$ cat config.mk
export PLATFORM = sky130hd
export DESIGN_NAME = ncl_counter_seq
export DESIGN_NICKNAME = d
export VERILOG_FILES = /design/src/rtl/ncl_seq_pkg.sv /design/src/rtl/ncl_dr_sync.sv /design/src/rtl/ncl_counter_seq.sv
export SDC_FILE = /design/constraint.sdc
export NUM_CORES = 1
export LEC_CHECK = 0
export BUFFER_PORTS_ARGS = -buffer_cell sky130_fd_sc_hd__buf_2
export CAP_MARGIN = 20
export CORE_ASPECT_RATIO = 0.75
export CORE_UTILIZATION = 45
export CTS_CLUSTER_SIZE = 28
export DETAILED_ROUTE_END_ITERATION = 16
export GPL_TIMING_DRIVEN = 0
export HOLD_SLACK_MARGIN = 0.12
export PLACE_DENSITY = 0.77
export SETUP_SLACK_MARGIN = 0.15
export SYNTH_ARGS = -nofsm -noshare
export SYNTH_HDL_FRONTEND = slang
export SYNTH_HIERARCHICAL = 1
export SYNTH_SLANG_ARGS = --single-unit
$ cat constraint.sdc
create_clock -name clk -period 3 [get_ports clk]
set_clock_uncertainty 0.05 [all_clocks]
set_input_delay 0.45 -clock clk [delete_from_list [all_inputs] [get_ports clk]]
set_output_delay 0.45 -clock clk [all_outputs]
set_load 0.01 [all_outputs]
$ cat src/rtl/ncl_seq_pkg.sv
// Shared types and constants for the NCL counter sequencer: FSM state
// encoding and the dual-rail digit codes as seen after synchronisation.
package ncl_seq_pkg;

    typedef enum logic [2:0] {
        S_INIT      = 3'd0,
        S_IDLE      = 3'd1,
        S_REQ_DATA  = 3'd2,
        S_WAIT_DATA = 3'd3,
        S_WAIT_NULL = 3'd4,
        S_HALT      = 3'd5
    } seq_state_e;

    // Digit code is {rail1, rail0}
    localparam logic [1:0] RAIL_NULL = 2'b00;
    localparam logic [1:0] RAIL_D0   = 2'b01;
    localparam logic [1:0] RAIL_D1   = 2'b10;
    localparam logic [1:0] RAIL_ILL  = 2'b11;

endpackage

$ cat src/rtl/ncl_dr_sync.sv
// Brings the clockless dual-rail count into the clock domain through a
// flop chain on every rail, then decodes per-digit completeness.
// Decode is combinational from the last sync stage so a rail change is
// visible SYNC_STAGES cycles after it arrives.
module ncl_dr_sync
    import ncl_seq_pkg::*;
#(
    parameter int DIGITS      = 32,
    parameter int SYNC_STAGES = 2
) (
    input  logic                  clk,
    input  logic                  init_n,
    input  logic [2*DIGITS-1:0]   rails_in,
    output logic                  all_data,
    output logic                  all_null,
    output logic                  illegal,
    output logic [DIGITS-1:0]     value
);

    // Stage 0 takes the raw rails; stage SYNC_STAGES-1 feeds the decode.
    logic [SYNC_STAGES-1:0][2*DIGITS-1:0] sync_q;

    logic [DIGITS-1:0] is_null;
    logic [DIGITS-1:0] is_data;
    logic [DIGITS-1:0] is_ill;

    // Shift every rail through the synchroniser chain.
    always_ff @(posedge clk or negedge init_n) begin
        if (!init_n) begin
            sync_q <= '0;
        end else begin
            sync_q <= {sync_q[SYNC_STAGES-2:0], rails_in};
        end
    end

    genvar gi;
    for (gi = 0; gi < DIGITS; gi++) begin : g_digit
        logic [1:0] code;
        assign code        = sync_q[SYNC_STAGES-1][2*gi +: 2];
        assign is_null[gi] = (code == RAIL_NULL);
        assign is_data[gi] = (code == RAIL_D0) || (code == RAIL_D1);
        assign is_ill[gi]  = (code == RAIL_ILL);
        assign value[gi]   = code[1];
    end

    assign all_data = &is_data;
    assign all_null = &is_null;
    assign illegal  = |is_ill;

endmodule

$ cat src/rtl/ncl_counter_seq.sv
// Clocked sequencer for the dual-rail NCL counter: issues init, alternates
// DATA/NULL requests on ncl_comp, captures each complete DATA wavefront
// and offers it over valid/ready. Define NCL_SEQ_TIMEOUT_EN to add a
// wavefront watchdog that halts the sequencer after TIMEOUT cycles
// waiting in WAIT_DATA or WAIT_NULL.
module ncl_counter_seq
    import ncl_seq_pkg::*;
#(
    parameter int DIGITS      = 32,
    parameter int SYNC_STAGES = 2,
    parameter int INIT_CYCLES = 4,
    parameter int TIMEOUT     = 1024
) (
    input  logic                  clk,
    input  logic                  init_n,
    output logic                  ncl_init,
    output logic [DIGITS-1:0]     ncl_comp,
    input  logic [2*DIGITS-1:0]   ncl_count,
    input  logic                  run,
    input  logic                  step,
    input  logic                  stop_en,
    input  logic [DIGITS-1:0]     target,
    output logic [DIGITS-1:0]     cnt_value,
    output logic                  cnt_valid,
    input  logic                  cnt_ready,
    output logic                  busy,
    output logic                  done,
    output logic                  err
);

    localparam int INIT_W = $clog2(INIT_CYCLES + 1);

    if (SYNC_STAGES < 2) begin : g_bad_sync
        $error("SYNC_STAGES must be at least 2");
    end
    if (TIMEOUT < 2) begin : g_bad_timeout
        $error("TIMEOUT must be at least 2");
    end

    logic              all_data;
    logic              all_null;
    logic              illegal;
    logic [DIGITS-1:0] sync_value;

    ncl_dr_sync #(
        .DIGITS      (DIGITS),
        .SYNC_STAGES (SYNC_STAGES)
    ) u_sync (
        .clk      (clk),
        .init_n   (init_n),
        .rails_in (ncl_count),
        .all_data (all_data),
        .all_null (all_null),
        .illegal  (illegal),
        .value    (sync_value)
    );

    seq_state_e        state_q,     state_d;
    logic [INIT_W-1:0] init_cnt_q,  init_cnt_d;
    logic              ncl_init_q,  ncl_init_d;
    logic              comp_q,      comp_d;
    logic [DIGITS-1:0] cnt_value_q, cnt_value_d;
    logic              cnt_valid_q, cnt_valid_d;
    logic              busy_q,      busy_d;
    logic              done_q,      done_d;
    logic              err_q,       err_d;

    // Consumer takes the held value at the coming edge.
    logic accept;
    assign accept = cnt_valid_q && cnt_ready;

`ifdef NCL_SEQ_TIMEOUT_EN
    localparam int WD_W = $clog2(TIMEOUT + 1);
    logic [WD_W-1:0] wd_cnt_q, wd_cnt_d;
`endif

    // Next-state and output computation for the sequencer.
    always_comb begin
        state_d     = state_q;
        init_cnt_d  = init_cnt_q;
        ncl_init_d  = 1'b0;
        comp_d      = comp_q;
        cnt_value_d = cnt_value_q;
        cnt_valid_d = cnt_valid_q;
        done_d      = 1'b0;
        err_d       = err_q;

        if (accept) begin
            cnt_valid_d = 1'b0;
        end

        unique case (state_q)
            S_INIT: begin
                comp_d = 1'b0;
                if (init_cnt_q < INIT_W'(INIT_CYCLES)) begin
                    ncl_init_d = 1'b1;
                    init_cnt_d = init_cnt_q + INIT_W'(1);
                end else if (all_null) begin
                    state_d = S_IDLE;
                end
            end
            S_IDLE: begin
                if (run || step) begin
                    state_d = S_REQ_DATA;
                end
            end
            S_REQ_DATA: begin
                comp_d  = 1'b1;
                state_d = S_WAIT_DATA;
            end
            S_WAIT_DATA: begin
                if (all_data) begin
                    cnt_value_d = sync_value;
                    cnt_valid_d = 1'b1;
                    comp_d      = 1'b0;
                    state_d     = S_WAIT_NULL;
                end
            end
            S_WAIT_NULL: begin
                // The NULL phase overlaps the output hold; leave only once
                // both are finished so no request races a pending value.
                if (all_null && (!cnt_valid_q || cnt_ready)) begin
                    if (stop_en && (cnt_value_q == target)) begin
                        done_d  = 1'b1;
                        state_d = S_IDLE;
                    end else if (run) begin
                        state_d = S_REQ_DATA;
                    end else begin
                        state_d = S_IDLE;
                    end
                end
            end
            S_HALT: begin
                comp_d = 1'b0;
            end
            default: begin
                comp_d  = 1'b0;
                state_d = S_HALT;
            end
        endcase

`ifdef NCL_SEQ_TIMEOUT_EN
        if (((state_q == S_WAIT_DATA) || (state_q == S_WAIT_NULL)) &&
            (state_d == state_q) && (wd_cnt_q == WD_W'(TIMEOUT - 1))) begin
            err_d   = 1'b1;
            comp_d  = 1'b0;
            state_d = S_HALT;
        end
`endif

        // An 11 code means the datapath is broken; stop driving it.
        if (illegal && (state_q != S_HALT)) begin
            err_d       = 1'b1;
            comp_d      = 1'b0;
            ncl_init_d  = 1'b0;
            done_d      = 1'b0;
            cnt_value_d = cnt_value_q;
            state_d     = S_HALT;
        end

        busy_d = (state_d != S_IDLE);
    end

`ifdef NCL_SEQ_TIMEOUT_EN
    // Watchdog counts cycles spent in a wait state, restarting on entry.
    always_comb begin
        wd_cnt_d = '0;
        if (((state_q == S_WAIT_DATA) || (state_q == S_WAIT_NULL)) &&
            (state_d == state_q)) begin
            wd_cnt_d = wd_cnt_q + WD_W'(1);
        end
    end

    // Watchdog counter register.
    always_ff @(posedge clk or negedge init_n) begin
        if (!init_n) begin
            wd_cnt_q <= '0;
        end else begin
            wd_cnt_q <= wd_cnt_d;
        end
    end
`endif

    // Sequencer state and registered outputs.
    always_ff @(posedge clk or negedge init_n) begin
        if (!init_n) begin
            state_q     <= S_INIT;
            init_cnt_q  <= '0;
            ncl_init_q  <= 1'b0;
            comp_q      <= 1'b0;
            cnt_value_q <= '0;
            cnt_valid_q <= 1'b0;
            busy_q      <= 1'b0;
            done_q      <= 1'b0;
            err_q       <= 1'b0;
        end else begin
            state_q     <= state_d;
            init_cnt_q  <= init_cnt_d;
            ncl_init_q  <= ncl_init_d;
            comp_q      <= comp_d;
            cnt_value_q <= cnt_value_d;
            cnt_valid_q <= cnt_valid_d;
            busy_q      <= busy_d;
            done_q      <= done_d;
            err_q       <= err_d;
        end
    end

    assign ncl_init  = ncl_init_q;
    assign ncl_comp  = {DIGITS{comp_q}};
    assign cnt_value = cnt_value_q;
    assign cnt_valid = cnt_valid_q;
    assign busy      = busy_q;
    assign done      = done_q;
    assign err       = err_q;

endmodule

**Word-level counts from Yosys, hierarchy flattened**

Index checks and enable logic that the tools add are counted.

- Register bits: 172
- Latch bits: 0
- Memory bits (writable): 0
- ROM bits: 0
- Input bits: 102
- Output and inout bits: 69
- Word-level logic and storage cells: 221
- Memories kept: 0

- Add/subtract/negate cells: 1
- Multiply operators: 0
- Divide/modulo/power cells: 0
- Magnitude comparators: 1
- Equal/unequal tests: 106
- Shift-type cells: 0
- Muxes and demuxes: 22
- Bitwise logic cells: 1
- Reduce and logical (&&, ||, !) cells: 79

Operator list:

| operator | number |
|---|---|
| 2-bit == test, second input constant | 64 |
| 2-bit by 1-bit == test with 1-bit output, second input constant | 32 |
| 2-bit logical NOT | 32 |
| 32-bit AND reduction | 2 |
| 1-bit logical OR | 34 |
| 34-bit AND reduction | 1 |
| 32-bit == test | 1 |
| 32-bit OR reduction | 1 |
| 3-bit 2-to-1 mux | 6 |
| 3-bit case mux with 6 select lines | 1 |
| 1-bit 2-to-1 mux | 12 |
| 3-bit by 2-bit == test with 1-bit output, second input constant | 2 |
| 3-bit == test, second input constant | 2 |
| 3-bit inequality test, second input constant | 2 |
| 1-bit logical AND | 4 |
| 2-bit 2-to-1 mux | 2 |
| 2-bit AND reduction | 2 |
| 3-bit by 1-bit adder with 3-bit output, second input constant | 1 |
| 3-bit by 1-bit == test with 1-bit output, second input constant | 1 |
| 3-bit logical NOT | 1 |
| 3-bit less-than comparator, second input constant | 1 |
| 3-bit by 1-bit inequality test with 1-bit output, second input constant | 1 |
| 1-bit case mux with 3 select lines | 1 |
| 2-bit by 1-bit inequality test with 1-bit output, second input constant | 1 |
| 3 further kinds | 3 |

**Longest topological paths before layout**

Gate-level depths: netlist of the first run.

- Depth in word-level cells: 7
- Mapped depth: 10
- Gate-level depth less buffers: 10

**Hierarchy**

Netlist of the first run, hierarchy kept.

By module, submodules not included:

| module | instances | cells each | area an instance (sq um) | seq. area each (sq um) |
|---|---|---|---|---|
| ncl_dr_sync | 1 | 321 | 4690.7 | 3203.1 |
| ncl_counter_seq | 1 | 206 | 2402.3 | 1101.1 |

**Worst setup path before layout of the first run**

Ideal clock, no wire load.

- Path kind: register to register
- Start: reg u_sync.sync_q (netlist bit u_sync/value[21])
- End: reg cnt_value_q[15], in the netlist cnt_value[15]
- Setup time: 0.125 ns
- Data arrival time: 2.376 ns
- Required time: 2.825 ns
- Slack: 0.449 ns
- Cell stages (with the launch flop): 10
- Buffers on the path: 1
- Period minus slack after synthesis: 2.551 ns
- Cells stage by stage: dfrtp_1 > inv_1 > ha_1 > nand4_1 > or4_1 > nor2_1 > nand4b_1 > nor2_1 > buf_4 > mux2_2

- Cells in the longest elaborated chain, start to end: 5
- Elaborated cells between the ends (all ways): 8
- Those cells by class: 3 x eq/ne; 1 x bitwise; 4 x reduce/logical

RTL lines:

| what | line | source |
|---|---|---|
| from (decl) | ncl_dr_sync.sv:21 | `logic [SYNC_STAGES-1:0][2*DIGITS-1:0] sync_q;` |
| from (signal assigned) | ncl_dr_sync.sv:32 | `sync_q <= {sync_q[SYNC_STAGES-2:0], rails_in};` |
| 2-bit == test | ncl_dr_sync.sv:42 | `assign is_ill[gi] = (code == RAIL_ILL);` |
| 32-bit OR reduction | ncl_dr_sync.sv:48 | `assign illegal = \|is_ill;` |
| 1-bit logical AND | ncl_counter_seq.sv:152 | `if (illegal && (state_q != S_HALT)) begin` |
| 1-bit inverter (no line) | -- |  |
| 34-bit AND reduction (no line) * | -- |  |
| to (signal assigned) | ncl_counter_seq.sv:201 | `cnt_value_q <= cnt_value_d;` |
| to (decl) | ncl_counter_seq.sv:62 | `logic [DIGITS-1:0] cnt_value_q, cnt_value_d;` |

Every way passes the cells marked *; elsewhere a longest branch is shown, timed or not.
A chain may end at the register's enable or synchronous reset.

**Final worst setup path of the first run**

- Start: reg u_sync.sync_q (netlist bit u_sync/value[22])
- End: reg cnt_value_q[27], in the netlist cnt_value[27]

The elaborated chain is that of the path after synthesis.

==> flow_summary.yaml, run 1 <==
setup_path:
  crit_type: "reg2reg"
  worst_setup_path_end_kind: "register"
  crit_fanout: 10
  crit_arrival_ns: 3.03
  cp-start-kind: "register"
  cp_data_required_time_ns: 3.25
placed_design:
  portBuffers: 170
  place_area_um2: 8230
  place_congestion: 0.835
  dp_hpwl_mm: 11.4
global_route:
  grt_start_max_net_pins: 99
  grt_pass1_wl_mm: 24.7
  antenna_found_initial: 0
  grt-ovfl-total: 0
  grt_pass1_vias: 4789
  track_usage: 0.204
logic_synthesis:
  yosysUniqueCellTypes: 36
  synthSimpleGateAreaFrac: 0.0598
  synth_compound_area_frac: 0.0182
  netlist.area_leader.share: 0.607
  synth_fp_nets: 694
  synth_edf_count: 0
  yosysWarnings: 6
  ys_seq_elements: 172
  synth_area_leaders: "dfrtp_1 61%, ha_1 11%, buf_4 7.1%, mux2_2 4.3%, xor2_1 4.0%"
  ys.flop_type: "dfrtp_1"
  avgSynthCellArea_um2: 13.5
  ys_seq_area_frac: 0.607
  synth_area_um2: 7090
  yosys.area.top_type: "dfrtp_1"
  synth_fa_ha_area_frac: 0.115
  synth_xor_xnor_area_share: 0.0407
  synth.area.mux_share: 0.0524
  synth_top_family_by_area: "adder cells"
  async_flop_share: 1.00
  synth_cells: 527
final_layout:
  diodes: 0
  final_design_area_no_fill_um2: 9650
  final_cell_mix: "172 x dfrtp_1, 169 x buf_2, 74 x buf_4"
  syn2layout_area_growth_pct: 36.0
  drive_above_1_share: 0.397
  nets: 961
  layout_commonest_cell: "dfrtp_1"
clock_tree:
  clock-sinks: 172
  h-tree-depth: 4
  clockBufferDepth: 2
  clock-root-buffer: "clkbuf_16"
  clk_pin_slew_ns: 0.07
  cts-buffers-inserted: 17
  clk_latency_ns: 0.42
  cts_tree: "yes"
floorplan:
  rows: 39
  core_area_um2: 15300
  dieWidth_um: 147
  pin_count: 171
  die_h_um: 111
  die-area_um2: 16300
  initial_core_util: 0.463
routing:
  avgRoutedWirePerCell_um: 15.5
  initialDrtViolationCount: 155
  first_pass_iters: 4
  viasPerCell: 4.50
  num_vias: 4558
  drc: 0
  ant_nets: 0
  drt_wl_total_mm: 15.6
power_and_ir_drop:
  p_per_area_nw_per_um2: 507
  p_leak_nw: 5.20
  ir_worst_vdd_mv: 0.438
sta:
  rsz0062_at_grt: "no"
  slew_viol_final: 0
  max_freq_ghz: 0.360
  final-hold-violation-count: 0
  setup_viol: 0
  slew_headroom: 0.386
  min_period_over_period: 0.927
  min_period_ns: 2.78
  fin_tns_setup_ns: 0
  tightest_slew_ns: 0.921
run_status:
  status: "completed"
worst_hold_path:
  hp-class: "reg2reg"
flow_run:
  drv_cap: 0
==> critical path, cell delays in order (launching register included) <==
cell,delay (ns)
dfrtp_1,0.43
inv_1,0.08
ha_1,0.28
nand4_1,0.12
or4_4,0.52
nor2_4,0.15
nand4b_1,0.22
nor2_4,0.17
buf_12,0.15
buf_12,0.14
mux2_2,0.35
==> metrics by stage <==
step                 util  setup WS (ns)  power (mW)  instances  hold WS [ns]
floorplan               -          0.449        2.59        527         0.104
global placement    0.535         -0.934        2.75        902         0.285
detailed placement  0.537         -0.278        2.77        903         0.285
CTS                 0.619          0.134        4.94       1002         0.296
global route        0.630          0.134        5.08       1012         0.300
finish              0.630          0.219        4.89       1012         0.296
==> Yosys cell counts, types with 2 or more instances <==
master / count
a21o_1: 2
a21oi_1: 5
a2bb2oi_1: 2
a31oi_1: 2
buf_4: 67
clkbuf_1: 3
dfrtp_1: 172
ha_1: 65
inv_1: 66
mux2_1: 6
mux2_2: 27
nand2_1: 5
nand2b_1: 4
nand3_1: 3
nand4_1: 18
nor2_1: 10
nor4_1: 14
nor4_2: 2
o21a_1: 2
or2_2: 2
or4_1: 4
xor2_1: 32
==> cells by family (layout without fill, tap and decap cells) <==
logic type      count (synthesis)  in the layout
buf+inv                       136            416
mux                            33             33
compound gates                 19             19
xor+xnor                       33             33
simple gates                   69             69
fa+ha+maj                      65             65
flops                         172            172
==> timing repair <==
action | 4_1_cts | 5_1_grt
cloned | 0 | 1
endpoints found under the hold margin | 138 | 0
hold buffers | 65 | 0
resized for setup | 4 | 13
setup buffers | 2 | 9
setup endpoints to repair | 32 | 32
pin swaps | 1 | 4
==> final timing paths <==
path                                   start                         end  slack (ns)  depth (start not counted)
min                        u_sync/sync_q[63]            u_sync/value[31]        0.30                          0
max                         u_sync/value[22]               cnt_value[27]        0.22                         10
max reg2reg                 u_sync/value[22]               cnt_value[27]        0.22                         10
min reg2reg                u_sync/sync_q[63]            u_sync/value[31]        0.30                          0
max in group asynchronous             init_n                cnt_value[7]        1.46                          3
min in group asynchronous             init_n  u_sync/g_digit[25].code[0]        0.55                          2
==> flip-flops by register name (all words and copies together), names as in the netlist <==
register and flops:
err 1, cnt_value 32, init_cnt_q 3, done 1
busy 1, comp_q 1, u_sync/sync_q 64, ncl_init 1
cnt_valid 1, state_q 3, u_sync/value 32, u_sync/g_digit.code 32
==> metal layers <==
metal / up-vias / part of all wire / GRT usage / routed length (µm)
li1: 2189 / - / - / -
met2: 159 / 0.47 / 0.331 / 7400
met4: 0 / 0.013 / 0.0639 / 201
met3: 17 / 0.067 / 0.0469 / 1050
met1: 2193 / 0.45 / 0.274 / 6980
met5: - / 0 / 0 / 0
==> where the power goes <==
part           switching, mW  internal, mW  leakage [nW]
clock                  0.900          1.20         0.271
combinational          0.151         0.188          2.85
sequential            0.0511          2.41          2.09
==> cell type report <==
type                            instances  area, µm²
Fill cell                            1176       5680
Sequential cell                       172       4300
Multi-Input combinational cell        219       2070
Timing Repair Buffer                  248       1660
Buffer                                 70        547
Clock buffer                           21        460
Tap cell                              205        256
Inverter                               66        248
Clock inverter                         11        110
Note: power is estimated with default switching activity, not from simulation.
==> run 2: changes to the inputs <==
Settings changed: CORE_ASPECT_RATIO 0.75 to 1.5.
==> run 2 against run 1 <==
- flip-flop and latch count unchanged
- clock power increased by 5%
- wire length decreased by 3.4%
- first-iteration DRC count increased by 63%
- count of clock-buffer cells in the layout decreased by 1
- global-route usage decreased by 0.72 points
- utilization decreased by 0.12 points
- cell count decreased by 1.2%
==> flow_summary.yaml, run 2 (same netlist as run 1, synthesis figures left out) <==
sta:
  min_period_ns: 2.84
  setup_viol: 0
  rsz0062_at_grt: "no"
  tightest_slew_ns: 0.978
  slew_headroom: 0.348
  slew_viol_final: 0
  min_period_over_period: 0.947
  final-hold-violation-count: 0
  finalWorstSetupSlack_ns: 0.158
  max_freq_ghz: 0.352
placed_design:
  pre_cts_ws_ns: -0.174
  dp.cells: 897
  dp_hpwl_mm: 11.2
  place_area_um2: 8230
  portBuffers: 170
  place_congestion: 0.853
setup_path:
  critical-path-max-stage-delay_ns: 0.58
  rr_worst_depth: 10
  worst_setup_path_end_kind: "register"
  cp-start-kind: "register"
  reg2reg_slack_ns: 0.16
  crit_arrival_ns: 3.10
  crit_chain: "inv_1, ha_1, nand4_1, or4_4, nor2_4, nand4b_1, nor2_4, buf_12, buf_8, mux2_2"
  rr_startpoint: "u_sync/value[15]"
  r2r-end: "cnt_value[8]"
  cpMostUsedCell: "nor2_4"
  crit_type: "reg2reg"
  cp_data_required_time_ns: 3.26
  crit_fanout: 10
  slowest_stage: "or4_4"
run_status:
  status: "completed"
floorplan:
  dieWidth_um: 105
  die-area_um2: 16300
  initial_core_util: 0.464
  core_area_um2: 15300
  die_h_um: 156
  pin_count: 171
  rows: 55
routing:
  avgRoutedWirePerCell_um: 15.1
  first_pass_iters: 4
  drc: 0
  drt_wl_total_mm: 15.1
  num_vias: 4609
  ant_nets: 0
  initialDrtViolationCount: 252
  viasPerCell: 4.61
clock_tree:
  cts-buffers-inserted: 17
  clk_latency_ns: 0.42
  clock-root-buffer: "clkbuf_16"
  h-tree-depth: 4
  clock-sinks: 172
  cts_tree: "yes"
  clockBufferDepth: 2
  clk_pin_slew_ns: 0.07
final_layout:
  final_design_area_no_fill_um2: 9600
  finalNonFillerCells: 1000
  diodes: 0
  syn2layout_area_growth_pct: 35.4
  largest_reg_flops: 64
  drive_above_1_share: 0.390
  largest_register: "u_sync/sync_q"
  final_cell_mix: "172 x dfrtp_1, 169 x buf_2, 68 x buf_4"
  layout_commonest_cell: "dfrtp_1"
  nFillCells: 1169
  nets: 955
  utilization: 0.628
global_route:
  grt_start_max_net_pins: 96
  track_usage: 0.197
  antenna_found_initial: 0
  grt-ovfl-total: 0
  grt_pass1_wl_mm: 24.0
  grt_pass1_vias: 4823
power_and_ir_drop:
  p_per_area_nw_per_um2: 521
  ir_worst_vdd_mv: 0.513
  p_leak_nw: 5.19
flow_run:
  drv_cap: 0
worst_hold_path:
  hp-class: "reg2reg"
  hold_path_depth: 0
  hold_end: "u_sync/value[15]"
  worstHoldStart: "u_sync/sync_q[31]"
[run 2: cell types whose count changed in the layout (fill, tap and decap cells not counted), moves of 2 or more]
cell | previous run | this run
inv_8 | 0 | 2
buf_8 | 1 | 3
buf_12 | 3 | 1
buf_4 | 74 | 68
[run 2: area by class of cell]
type | instances | area (µm²) | share of cell area
multi-input combinational | 219 | 2050 | 0.213
clock buffer | 20 | 457 | 0.0476
clock inverter | 12 | 150 | 0.0156
inverter | 66 | 248 | 0.0258
timing repair buffer | 242 | 1610 | 0.168
buffer | 70 | 537 | 0.0559
tap | 199 | 249 | 0.0259
sequential | 172 | 4300 | 0.448
[run 2: what timing repair did]
action / CTS / global route
cloned: 0 / 1
endpoints found under the hold margin: 141 / 0
endpoints found under the setup margin: 32 / 32
setup buffers: 1 / 4
pin swaps: 0 / 1
hold buffers: 65 / 0
resized for setup: 4 / 8
[run 2: routing by layer]
| layer | up-vias | wire (µm) | GRT usage |
|---|---|---|---|
| li1 | 2176 | - | - |
| met1 | 2227 | 5730 | 0.216 |
| met2 | 175 | 8280 | 0.358 |
| met3 | 31 | 664 | 0.0501 |
| met4 | 0 | 428 | 0.0871 |
| met5 | - | 0 | 0 |
[run 2: critical path: cells and delay by family (launching register included)]
kind          cells  cell delay [ns]
simple gates      5             1.26
buf+inv           3             0.35
mux               1             0.34
fa+ha+maj         1             0.33
flops             1             0.38
[run 2: worst max-delay path by stage]
stage | from | endpoint | slack [ns] | depth (start not counted)
after floorplan | u_sync/value[21] | cnt_value[15] | 0.45 | 9
after global placement | init_n | cnt_value[8] | -0.90 | 1
after detailed placement | u_sync/value[15] | cnt_value[8] | -0.17 | 9
after CTS | u_sync/value[15] | cnt_value[8] | 0.12 | 9
after global routing | u_sync/value[15] | cnt_value[31] | 0.12 | 10
final | u_sync/value[15] | cnt_value[8] | 0.16 | 10
[run 2: stage by stage]
| stage | hold slack, ns | setup TNS (ns) | total power [mW] |
|---|---|---|---|
| 3_3_place_gp | 0.284 | -157.00 | 2.75 |
| 2_1_floorplan | 0.104 | 0 | 2.59 |
| 3_5_place_dp | 0.285 | -4.30 | 2.77 |
| 6_report | 0.296 | 0 | 5.00 |
| 4_1_cts | 0.276 | 0 | 5.05 |
| 5_1_grt | 0.301 | 0 | 5.21 |
[run 2: report_power, final]
group	internal [mW]	switching, mW	total, mW
Sequential	2.41	0.0493	2.46
Combinational	0.184	0.149	0.334
Clock	1.30	0.914	2.21
==> run 3: changes to the inputs <==
Settings changed: PLACE_DENSITY 0.77 to 0.76.
==> run 3 against run 2 <==
- flip-flop and latch count stayed put
- critical path depth is the same
- via count shrank 0.98%
- final area shrank 0.59%
- non-clock buffer count decreased by 1
- count of clock-buffer cells in the layout fell by 1
- critical endpoint is now cnt_value[13]
- largest power group unchanged
==> flow_summary.yaml, run 3 (same netlist as run 1, synthesis figures left out) <==
routing:
  drc: 0
  avgRoutedWirePerCell_um: 15.1
  ant_nets: 0
  drt_wl_total_mm: 15.1
  num_vias: 4564
  initialDrtViolationCount: 199
  first_pass_iters: 5
  viasPerCell: 4.57
flow_run:
  drv_cap: 0
sta:
  max_freq_ghz: 0.364
  slew_viol_final: 0
  finalWorstSetupSlack_ns: 0.255
  slew_headroom: 0.375
  tightest_slew_ns: 0.937
  setup_viol: 0
  rsz0062_at_grt: "no"
  fin_tns_setup_ns: 0
  min_period_over_period: 0.915
  final-hold-violation-count: 0
  min_period_ns: 2.74
final_layout:
  largest_register: "u_sync/sync_q"
  syn2layout_area_growth_pct: 34.6
  final_cell_mix: "172 x dfrtp_1, 169 x buf_2, 69 x buf_4"
  finalNonFillerCells: 999
  drive_above_1_share: 0.389
  diodes: 0
  nets: 954
  nFillCells: 1131
  largest_reg_flops: 64
  layout_commonest_cell: "dfrtp_1"
  utilization: 0.625
placed_design:
  portBuffers: 170
  dp.cells: 897
  pre_cts_ws_ns: -0.283
  place_congestion: 0.897
  dp_hpwl_mm: 11.0
clock_tree:
  h-tree-depth: 4
  clk_latency_ns: 0.42
  cts-buffers-inserted: 17
  clock-root-buffer: "clkbuf_16"
  cts_tree: "yes"
  clk_pin_slew_ns: 0.07
  clockBufferDepth: 2
  clock-sinks: 172
floorplan:
  dieWidth_um: 105
  rows: 55
  pin_count: 171
  core_area_um2: 15300
  initial_core_util: 0.464
  die-area_um2: 16300
  die_h_um: 156
setup_path:
  crit_arrival_ns: 3.00
  crit_fanout: 4
  cp_data_required_time_ns: 3.26
  cp-start-kind: "register"
  worst_setup_path_end_kind: "register"
  crit_type: "reg2reg"
power_and_ir_drop:
  p_per_area_nw_per_um2: 519
  ir_worst_vdd_mv: 0.477
  total_power_mw: 4.95
  p_leak_nw: 5.16
global_route:
  grt-ovfl-total: 0
  grt_pass1_vias: 4736
  grt_pass1_wl_mm: 23.9
  grt_start_max_net_pins: 103
  track_usage: 0.196
  antenna_found_initial: 0
run_status:
  status: "completed"
worst_hold_path:
  hp-class: "reg2reg"
## run 3: per-stage QoR
stage | hold slack (ns) | cell area [µm²]
detailed placement | 0.285 | 8230
CTS | 0.295 | 9490
floorplan | 0.104 | 7090
global placement | 0.285 | 8190
global route | 0.294 | 9540
finish | 0.294 | 9540
## run 3: what timing repair did
action                                  4_1_cts  5_1_grt
setup buffers                                 2        3
endpoints found under the hold margin       134        0
pin swaps                                     1        3
hold buffers                                 65        0
endpoints found under the setup margin       33       34
gates resized for setup                       4        6
## run 3: layer usage
metal | vias to the layer above | track usage | share of wire
met4 | 0 | 0.0837 | 0.026
met3 | 24 | 0.0401 | 0.042
met5 | - | 0 | 0
met1 | 2195 | 0.221 | 0.38
li1 | 2180 | - | -
met2 | 165 | 0.359 | 0.55
## run 3: path summary, 6_finish.rpt
path	startpoint	to	slack (ns)	depth (start not counted)
worst max-delay path	u_sync/value[11]	cnt_value[13]	0.26	10
worst min register to register	u_sync/sync_q[42]	u_sync/g_digit[21].code[0]	0.29	0
worst max register to register	u_sync/value[11]	cnt_value[13]	0.26	10
min in group asynchronous	init_n	u_sync/sync_q[43]	0.55	2
max in group asynchronous	init_n	cnt_value[5]	1.46	3
worst min-delay path	u_sync/sync_q[42]	u_sync/g_digit[21].code[0]	0.29	0
## run 3: worst max-delay path, cell delays in order, from the launching register on
cell and delay (ns):
dfrtp_1 0.42, inv_1 0.06, ha_1 0.28, nand4_1 0.07, or4_1 0.60, nor2_4 0.17
nand4b_1 0.19, nor2_4 0.22, buf_4 0.14, buf_4 0.11, mux2_2 0.32
## run 3: area by class of cell
type | instances | area, µm² | area share
Buffer | 70 | 526 | 0.0551
Clock buffer | 19 | 433 | 0.0454
Clock inverter | 13 | 154 | 0.0161
Inverter | 66 | 248 | 0.0260
Multi-Input combinational cell | 219 | 2060 | 0.216
Sequential cell | 172 | 4300 | 0.451
Tap cell | 199 | 249 | 0.0261
Timing Repair Buffer | 241 | 1570 | 0.165
## run 3: power by group
part	total (mW)	internal (mW)	switching [mW]
clock	2.16	1.25	0.917
combinational	0.333	0.185	0.148
sequential	2.46	2.41	0.0496
